## config.mk

```make
export PLATFORM = sky130hd
export DESIGN_NAME = bit_scatter64
export DESIGN_NICKNAME = d
export VERILOG_FILES = /design/src/rtl/bit_scatter64.sv
export SDC_FILE = /design/constraint.sdc
export NUM_CORES = 1
export LEC_CHECK = 0
export CAP_MARGIN = 5
export CORE_UTILIZATION = 55
export CTS_BUF_LIST = sky130_fd_sc_hd__clkbuf_16
export CTS_CLUSTER_DIAMETER = 120
export DETAILED_ROUTE_END_ITERATION = 10
export PLACE_DENSITY = 0.8
export SYNTH_ARGS = -nofsm -noshare
export SYNTH_HDL_FRONTEND = slang
export SYNTH_SLANG_ARGS = --single-unit
export TNS_END_PERCENT = 10
```

## constraint.sdc

```tcl
create_clock -name clk -period 3.25 [get_ports clk]
set_input_delay 0.65 -clock clk [delete_from_list [all_inputs] [get_ports clk]]
set_output_delay 0.65 -clock clk [all_outputs]
set_load 0.02 [all_outputs]
```

## src/rtl/bit_scatter64.sv

```systemverilog
// Bit-serial scatter buffer: collects 64 single-bit writes (auto-increment or
// explicit position) into a vector and hands the full word downstream.
module bit_scatter64 #(
  parameter int IWIDTH = 64,
  parameter int SWIDTH = 6
) (
  input  logic              clk,
  input  logic              rst_n,
  input  logic              clear,
  input  logic              addr_mode,
  input  logic              in_valid,
  input  logic              in_bit,
  input  logic [SWIDTH-1:0] wr_sel,
  output logic              in_ready,
  output logic              out_valid,
  output logic [IWIDTH-1:0] out_data,
  input  logic              out_ready,
  output logic [SWIDTH:0]   fill_cnt
);

  typedef enum logic {FILL, HOLD} state_t;

  state_t              state_q, state_d;
  logic [IWIDTH-1:0]   data_q, data_d;
  logic [IWIDTH-1:0]   mask_q, mask_d;
  logic [SWIDTH-1:0]   ptr_q, ptr_d;
  logic [SWIDTH:0]     cnt_q, cnt_d;
  logic [SWIDTH-1:0]   pos;
  logic                accept;
  logic                fresh;

  assign in_ready  = (state_q == FILL) && !clear;
  assign out_valid = (state_q == HOLD);
  assign out_data  = data_q;
  assign fill_cnt  = cnt_q;

  assign accept = in_valid && in_ready;
  assign pos    = addr_mode ? wr_sel : ptr_q;
  assign fresh  = !mask_q[pos];

  always_comb begin
    // NOTE: every next-state variable gets its hold value first, so no path
    // through the branches below leaves one unassigned (no latch inferred).
    state_d = state_q;
    data_d  = data_q;
    mask_d  = mask_q;
    ptr_d   = ptr_q;
    cnt_d   = cnt_q;

    if (clear) begin
      state_d = FILL;
      data_d  = '0;
      mask_d  = '0;
      ptr_d   = '0;
      cnt_d   = '0;
    end else begin
      unique case (state_q)
        FILL: begin
          if (accept) begin
            data_d[pos] = in_bit;
            mask_d[pos] = 1'b1;
            if (!addr_mode) ptr_d = ptr_q + SWIDTH'(1);
            // Only first-time writes count; the last fresh one completes the word.
            if (fresh) begin
              cnt_d = cnt_q + (SWIDTH+1)'(1);
              if (cnt_q == (SWIDTH+1)'(IWIDTH-1)) state_d = HOLD;
            end
          end
        end
        HOLD: begin
          if (out_ready) begin
            state_d = FILL;
            data_d  = '0;
            mask_d  = '0;
            ptr_d   = '0;
            cnt_d   = '0;
          end
        end
        default: state_d = FILL;
      endcase
    end
  end

  // NOTE: sequential state uses non-blocking assignments only, so every
  // register samples the pre-edge values computed above.
  always_ff @(posedge clk or negedge rst_n) begin
    if (!rst_n) begin
      state_q <= FILL;
      data_q  <= '0;
      mask_q  <= '0;
      ptr_q   <= '0;
      cnt_q   <= '0;
    end else begin
      state_q <= state_d;
      data_q  <= data_d;
      mask_q  <= mask_d;
      ptr_q   <= ptr_d;
      cnt_q   <= cnt_d;
    end
  end

endmodule

```

==> impl_metrics.toml <==
[outcome]
outcome = "complete, but fails checks"
violations = "DRC"

[place]
dpl.hpwl_mm = 14.0
routabilityCongestion = 0.983
portBuffers = 85

[yosys]
synth_edf_count = 0
synthCells = 752
ys_warn_count = 0
yosysSeqAreaShare_pct = 53.6
synth_flop_cell = "dfrtp_1"
yosysMostFrequentCell = "nor2_1"
synth_area_leaders = "dfrtp_1 54%, nor2_1 11%, nand3_1 5.7%, nand2_1 5.7%, o21ai_0 5.2%"
async_flop_share_pct = 100
synth_cell_type_count = 65
yosysTopAreaCell = "dfrtp_1"
synth-seq-cells = 142
synth_area_per_cell_um2 = 8.82
yosysTopAreaCellShare_pct = 53.6
synthTopCellsByCount = "193 x nor2_1, 142 x dfrtp_1, 100 x nand2_1, 76 x nand3_1, 69 x o21ai_0"
syn_area_um2 = 6640
synth_nets = 767

[critical_path]
critPathMostFrequentCell = "buf_4"
r2r_start = "ptr_q[2]"
start_kind = "primary input"
r2r_end = "fill_cnt[3]"
crit_start = "addr_mode"
crit_chain = "clkdlybuf4s50_1 -> buf_4 -> and3b_4 -> buf_4 -> a22o_4 -> a22o_1 -> o311ai_2 -> o2111a_2 -> a31oi_4 -> a221o_1"
cp_top_family = "compound AO/OA/AOI/OAI gates"
crit_required_ns = 3.55
endpoint_kind = "flip-flop"
cpMaxStageDelayCell = "clkdlybuf4s50_1"
r2r_slack_ns = 0.66
path_class = "in -> reg"
cp_max_fo = 13
worstRegToRegCells = 7
critPathArrivalTime_ns = 3.32
path_buf_inv = 3
slowest_delay_ns = 0.45

[timing]
tightest_slew_ns = 1.15
final-setup-viol-count = 0
fin_crit_sh_pct = 92.9
hold_violations = 0
rsz0062_at_grt = "false"
fmax_mhz = 331
timing.slew.headroom_pct = 23.1
period_minus_slack_ns = 3.02
slew_violations = 0
fin_skew_ns = 0.00638

[power]
combinationalPowerShare_pct = 9.3
clkPwrFrac_pct = 46.6
power_w = 0.00412
seq_power_share_pct = 44.1
p_leak_nw = 3.68
internal_power_w = 0.00311
power.switching_w = 0.00101
ir_drop_uv = 335
power_density_nw_per_um2 = 484
sw_frac_of_total_pct = 24.5

[detailed_routing]
wl_mm = 20.3
m1WireLength_mm = 8.25
ant_nets = 0
drt_iter0_markers = 611
wl_per_cell_um = 19.8
remaining_drc_errors = 6
dr_wl_met2_mm = 10.3
drtPass1Iterations = 11
viasPerCell = 6.08
top_layer = "met4"
vias = 6230
wl_met3_mm = 1.20

[floorplanning]
die_x_um = 112
die_y_um = 112
rows = 39
pin_count = 86
initial_core_util_pct = 57.4
core_region_area_um2 = 11600
die_area_um2 = 12500

[min_path]
hold_class = "in -> async"

[global_routing]
grt_pass1_vias = 6100
antenna_found_initial = 0
grt_pass1_wl_mm = 32.6
grt_max_degree = 73
gr-total-overflow = 0
grt_usage_pct = 34.4

[cts]
clkSinkCount = 142
cts_made_buffers = 17
htreeDepth = 4
cts-root-buf = "clkbuf_16"
postCtsResizedCells = 0
cts_tree = "yes"
cts_buffer_depth = 2
post-cts-setup-buffers = 0
cts_hold_buf = 0
clkLatencyLatePin_ns = 0.42
cts.clk_slew.worst_paths_ns = 0.06

[final_layout]
drive_gt1_share_pct = 11.5
antenna_cells = 0
fin_util_pct = 73.6
nets = 884
area_growth_pct = 28.2
n_fill_cell = 837

[flow_run]
maxCapViolCount = 0
state kept, by name, summed over array words and instances (netlist names):
signal     flops
ptr_q          6
out_valid      1
mask_q        64
out_data      64
fill_cnt       7
worst max path at each step:
stage | to | slack, ns | depth (start not counted)
final | fill_cnt[3] | 0.23 | 10
after global routing | fill_cnt[2] | 0.11 | 11
after CTS | fill_cnt[3] | 0.26 | 10
after detailed placement | fill_cnt[3] | -0.18 | 10
after global placement | fill_cnt[6] | -0.1 | 10
after floorplan | fill_cnt[6] | 0.75 | 8
power groups by stage:
| stage | registers, W | logic, W | clock network, W |
|---|---|---|---|
| floorplan | 0.00185 | 0.000176 | 0 |
| global placement | 0.00185 | 0.000369 | 0 |
| detailed placement | 0.00185 | 0.000376 | 0 |
| CTS | 0.00182 | 0.000379 | 0.00193 |
| global route | 0.00182 | 0.000412 | 0.00200 |
| finish | 0.00182 | 0.000381 | 0.00192 |
worst reg2reg max path, delay by kind of cell, from the launching register on:
family	cells	cell delay, ns
AO/OA/AOI/OAI	4	1.13
multiplexers	2	0.67
flip-flops	1	0.47
AND/OR/NAND/NOR	1	0.20
logic make-up after synthesis:
group | share of synthesized area [%]
fa+ha+maj | 0.377
simple gates | 26.2
xor+xnor | 0.528
buf+inv | 2.98
flops | 53.6
mux | 2.21
compound gates | 14.1
stage by stage:
stage	area, um2	setup WS [ns]	cells	hold WS [ns]	setup TNS (ns)
after floorplan	6640	0.750	752	0.354	0
after global placement	7930	-0.0997	993	0.485	-0.371
after detailed placement	7930	-0.178	993	0.497	-0.837
after CTS	8510	0.255	1024	0.222	0
after global routing	8510	0.106	1024	0.246	0
final	8510	0.229	1024	0.196	0
cell type report:
| class | count | area (um2) | share of cell area (%) |
|---|---|---|---|
| timing repair buffer | 135 | 1260 | 14.8 |
| tap | 143 | 179 | 2.10 |
| clock inverter | 14 | 153 | 1.79 |
| clock buffer | 17 | 425 | 5.00 |
| sequential | 142 | 3550 | 41.8 |
| inverter | 9 | 33.8 | 0.397 |
| multi-input combinational | 564 | 2900 | 34.1 |
cell usage in the layout, fill, tap and decap left out, types with 4 or more instances in the layout:
cell type        Yosys  final
nor2_1             193    192
dfrtp_1            142    142
nand2_1            100    100
clkdlybuf4s50_1      0     83
nand3_1             76     76
o21ai_0             69     69
buf_4                2     47
clkbuf_16            0     17
inv_1                9     11
a21oi_1             11     10
mux2i_1              9      9
o21a_1               7      7
and3_1               6      6
nand2b_1             5      5
o22ai_1              5      5
a22o_1               5      5
mux2_2               5      5
or2_2                4      4
a22oi_1              4      4
per-layer routing:
layer | GRT usage (%) | vias to the layer above
met4 | 12.5 | 0
met1 | 43.5 | 3068
met5 | 0 | -
li1 | - | 2817
met2 | 58.7 | 294
met3 | 6.70 | 51
No activity file was read; power rests on OpenSTA's default activity.
